## config.mk

```make
export PLATFORM = sky130hd
export DESIGN_NAME = ab_debounce
export DESIGN_NICKNAME = d
export VERILOG_FILES = /design/src/rtl/ab_debounce.sv
export SDC_FILE = /design/constraint.sdc
export NUM_CORES = 1
export LEC_CHECK = 0
export ABC_AREA = 1
export BUFFER_PORTS_ARGS = -buffer_cell sky130_fd_sc_hd__buf_2
export CAP_MARGIN = 40
export CORE_ASPECT_RATIO = 0.75
export CORE_UTILIZATION = 40
export DETAILED_ROUTE_END_ITERATION = 8
export PLACE_DENSITY = 0.63
export REMOVE_ABC_BUFFERS = 1
export SYNTH_ARGS = -nofsm -noshare
export SYNTH_HDL_FRONTEND = slang
export SYNTH_SLANG_ARGS = --single-unit
```

## constraint.sdc

```tcl
create_clock -name clk -period 1.3 [get_ports clk]
set_input_delay 0.065 -clock clk [delete_from_list [all_inputs] [get_ports clk]]
set_output_delay 0.065 -clock clk [all_outputs]
set_load 0.02 [all_outputs]
```

## src/rtl/ab_debounce.sv

```systemverilog
// ab_debounce: two-channel input conditioner. Each raw asynchronous input is
// brought into the clk domain by a two-flop synchronizer, then filtered by a
// four-state debounce FSM with a down-counter. Produces clean levels plus
// registered one-cycle rise/fall ticks per channel. Channels are independent.
module ab_debounce #(
  parameter int DB_CYCLES = 8,
  parameter int CW        = 4
) (
  input  logic clk,
  input  logic reset,
  input  logic a_raw,
  input  logic b_raw,
  output logic a,
  output logic b,
  output logic a_rise,
  output logic a_fall,
  output logic b_rise,
  output logic b_fall
);

  // State encoding chosen so bit 1 is the debounced level (Moore decode).
  localparam logic [1:0] ST_ZERO  = 2'b00;
  localparam logic [1:0] ST_WAIT1 = 2'b01;
  localparam logic [1:0] ST_ONE   = 2'b11;
  localparam logic [1:0] ST_WAIT0 = 2'b10;

  localparam logic [CW-1:0] CNT_LOAD = CW'(DB_CYCLES - 1);
  localparam logic [CW-1:0] CNT_ZERO = {CW{1'b0}};
  localparam logic [CW-1:0] CNT_ONE  = {{(CW-1){1'b0}}, 1'b1};

  // Channel 0 is A, channel 1 is B.
  logic [1:0]         raw_s;
  logic [1:0]         s1_q;
  logic [1:0]         s2_q;
  logic [1:0][1:0]    state_q;
  logic [1:0][1:0]    state_d;
  logic [1:0][CW-1:0] cnt_q;
  logic [1:0][CW-1:0] cnt_d;
  logic [1:0]         rise_q;
  logic [1:0]         rise_d;
  logic [1:0]         fall_q;
  logic [1:0]         fall_d;

  assign raw_s = {b_raw, a_raw};

  // Two-flop synchronizer for both raw inputs.
  always_ff @(posedge clk or negedge reset) begin
    if (!reset) begin
      s1_q <= 2'b00;
      s2_q <= 2'b00;
    end else begin
      s1_q <= raw_s;
      s2_q <= s1_q;
    end
  end

  // Debounce next-state logic; a bounce during WAIT discards all progress.
  always_comb begin
    state_d = state_q;
    cnt_d   = cnt_q;
    rise_d  = 2'b00;
    fall_d  = 2'b00;
    for (int ch = 0; ch < 2; ch++) begin
      case (state_q[ch])
        ST_ZERO: begin
          if (s2_q[ch]) begin
            state_d[ch] = ST_WAIT1;
            cnt_d[ch]   = CNT_LOAD;
          end else begin
            state_d[ch] = ST_ZERO;
          end
        end
        ST_WAIT1: begin
          if (!s2_q[ch]) begin
            state_d[ch] = ST_ZERO;
          end else if (cnt_q[ch] == CNT_ZERO) begin
            state_d[ch] = ST_ONE;
            rise_d[ch]  = 1'b1;
          end else begin
            cnt_d[ch]   = cnt_q[ch] - CNT_ONE;
          end
        end
        ST_ONE: begin
          if (!s2_q[ch]) begin
            state_d[ch] = ST_WAIT0;
            cnt_d[ch]   = CNT_LOAD;
          end else begin
            state_d[ch] = ST_ONE;
          end
        end
        ST_WAIT0: begin
          if (s2_q[ch]) begin
            state_d[ch] = ST_ONE;
          end else if (cnt_q[ch] == CNT_ZERO) begin
            state_d[ch] = ST_ZERO;
            fall_d[ch]  = 1'b1;
          end else begin
            cnt_d[ch]   = cnt_q[ch] - CNT_ONE;
          end
        end
        default: begin
          state_d[ch] = ST_ZERO;
        end
      endcase
    end
  end

  // State, counter and tick registers; ticks live for exactly one cycle.
  always_ff @(posedge clk or negedge reset) begin
    if (!reset) begin
      state_q <= {ST_ZERO, ST_ZERO};
      cnt_q   <= {CNT_ZERO, CNT_ZERO};
      rise_q  <= 2'b00;
      fall_q  <= 2'b00;
    end else begin
      state_q <= state_d;
      cnt_q   <= cnt_d;
      rise_q  <= rise_d;
      fall_q  <= fall_d;
    end
  end

  assign a      = state_q[0][1];
  assign b      = state_q[1][1];
  assign a_rise = rise_q[0];
  assign a_fall = fall_q[0];
  assign b_rise = rise_q[1];
  assign b_fall = fall_q[1];

endmodule

```

==> results.toml <==
[pwr]
p_int_mw = 1.71
powerDensity_nw_per_um2 = 2210
p_seq_share_pct = 33.1
swShare_pct = 44.7
p_leak_nw = 0.681
ir_worst_vdd_v = 0.000675
p_clk_share_pct = 8.9
power_mw = 3.09
power_frac_comb_pct = 58.0
switching_power_mw = 1.38

[cells_and_area]
syn2layout_area_growth_pct = 29.6
stdcell_count = 178
diodes = 0
nNetsFinal = 161
drive_gt1_share_pct = 36.8

[worst_setup_path]
r2r_end = "cnt_q[4]"
crit_path_start_kind = "flop"
rr_startpoint = "b"
crit_end = "cnt_q[4]"
r2r_cells = 5
cp-end-kind = "flop"
r2r_setup_slack_ns = -0.02
cp-startpoint = "b"
crit_required_ns = 1.49
path_max_fanout = 6
critPathKind = "reg2reg"
crit_arrival_ns = 1.50

[timing]
min_period_ns = 1.32
finalCritPeriodShare_pct = 101
rsz0062_at_grt = "true"
worstMarginPinSlew_ns = 0.433
finalHoldViolCount = 0
clock_skew_ns = 0.00201
setup_ws_ns = -0.0164
slew_violations = 0
setup_viol = 1
relSlewSlack_pct = 71.1
fmax_mhz = 760

[logic_synthesis]
synth_area_per_cell_sq_um = 8.76
synthDistinctLibCells = 18
ys_seq_area_share_pct = 46.5
yosysWarnings = 0
synthesis.area_sq_um = 1080
synth-seq-cells = 20
synthCells = 123

[clocking]
cts_buffer_depth = 2
cts_root_buffer = "clkbuf_4"
clkLatencyLatePin_ns = 0.29
cts_buffers = 3
cts.reportedPaths.clkPinSlew_ns = 0.10
cts_tree = "yes"
htreeDepth = 1
clock_sink_count = 20

[die]
io_pins = 10
start_util_pct = 44.5
dieWidth_microns = 61.9
die-area_sq_um = 2910
row_count = 15
die_h_microns = 46.9
coreArea_sq_um = 2420

[place]
gp_congestion = 0.834
dp.cells = 170
port_buffers = 9
hpwlAfterDp_microns = 1310

[route]
vias_per_cell = 4.78
num_vias = 851
first_pass_iters = 4
wl_microns = 1910
drc = 0
wl_per_cell_microns = 10.7
ant_nets = 0
drt-initial-drc-count = 34

[global_routing]
overflow = 0
track_usage_pct = 13.9
grt_max_degree = 21
antenna_found_initial = 0
grt_pass1_vias = 671
grt_pass1_wl_microns = 2860

[run]
max_cap_violations = 0

[outcome]
status = "finished, violations left"
violations = "setup timing"

[worst_hold_path]
hold_path_class = "in2async"
sequential cells by signal, summed over array words and instances (netlist names):
name,cells
rise_q,2
fall_q,2
a,1
state_q,2
cnt_q,8
b,1
s1_q,2
s2_q,2
cell families (layout without fill, tap and decap cells):
logic type	Yosys count	after routing	synth area share, %
buffers and inverters	16	37	5.58
DFF	20	20	46.5
and+or+nand+nor	62	62	27.2
adders and majority gates	11	11	12.8
AOI/OAI and AO/OA	12	12	6.39
xor gates and xnor gates	2	2	1.63
cell usage in the layout, fill, tap and decap left out, types with 2 or more instances in the layout:
cell type / instances
nand2_2: 5
ha_1: 3
inv_2: 7
dlygate4sd3_1: 3
xor2_1: 2
ha_2: 2
buf_2: 9
clkbuf_4: 3
o211ai_1: 2
buf_6: 3
o21ai_2: 2
buf_4: 3
nand2_1: 29
nand3_1: 3
dfrtp_1: 19
nor2_1: 9
nor2_2: 2
nand2_4: 4
a21oi_1: 2
nand4_1: 2
o21ai_1: 6
ha_4: 6
nand3_2: 5
nor3_1: 2
inv_1: 9
final cells by class:
type	count	area [sq um]
Inverter	16	60.1
Tap cell	34	42.5
Timing Repair Buffer	18	131
Multi-Input combinational cell	87	638
Fill cell	211	1020
Clock buffer	3	22.5
Sequential cell	20	502
metrics by stage:
stage	hold slack, ns	setup slack [ns]	cell area (sq um)	TNS (ns)	utilization, %
floorplan	-0.231	-0.126	1080	-0.780	-
global placement	0.0394	-0.0269	1190	-0.0582	49.4
detailed placement	0.0388	-0.0678	1190	-0.230	49.4
CTS	0.249	-0.00206	1280	-0.00206	52.9
global route	0.271	-0.0681	1400	-0.449	57.7
finish	0.239	-0.0164	1400	-0.0164	57.7
worst max-delay path, cell delays in order (launching register included):
cell and delay (ns):
dfrtp_1 0.45, inv_2 0.10, ha_4 0.31, nand3_2 0.14
o211ai_1 0.14, nand2_1 0.07
worst min path at each step:
stage | startpoint | end | slack [ns] | depth (start not counted)
CTS | reset | cnt_q[4] | 0.25 | 2
global route | reset | s2_q[0] | 0.27 | 2
finish | reset | rise_q[1] | 0.24 | 2
global placement | reset | state_q[2] | 0.04 | 1
floorplan | reset | a | -0.23 | 0
detailed placement | reset | state_q[2] | 0.04 | 1
timing repair:
action	CTS	global route
pin swaps	1	13
endpoints found under the hold margin	22	0
cloned	0	0
hold buffers	3	0
setup endpoints to repair	9	12
buffers inserted	1	1
resized for setup	7	31
synth_stat cells:
cell type  count  area share (%)
nor2_1        10             3.5
o211ai_1       2             1.4
nor2_2         2             1.2
nand2_1       33              11
nand4_1        2             1.2
o21ai_1        5             2.3
dfrtp_1       20              46
nor3_1         2            0.93
a21oi_1        2            0.93
o21ai_0        2            0.93
o21ai_2        1            0.81
nand3_1        5             2.3
nand2_4        2             2.1
inv_1         16             5.6
nand3_2        3             2.8
ha_1          11              13
nand2_2        3             1.7
xor2_1         2             1.6
power by group through the flow:
stage | Combinational, mW | Clock (mW) | Sequential, mW
2_1_floorplan | 1.02 | 0 | 1.01
3_3_place_gp | 1.35 | 0 | 0.989
3_5_place_dp | 1.38 | 0 | 0.991
4_1_cts | 1.50 | 0.294 | 0.979
5_1_grt | 2.01 | 0.315 | 1.05
6_report | 1.79 | 0.274 | 1.02
per-layer routing:
layer	track usage, %	share of wire [%]
met1	17.9	50
met2	21.5	46
met3	5.79	4.1
met4	4.00	0.52
met5	0	0
Note: power is estimated with default switching activity, not from simulation.
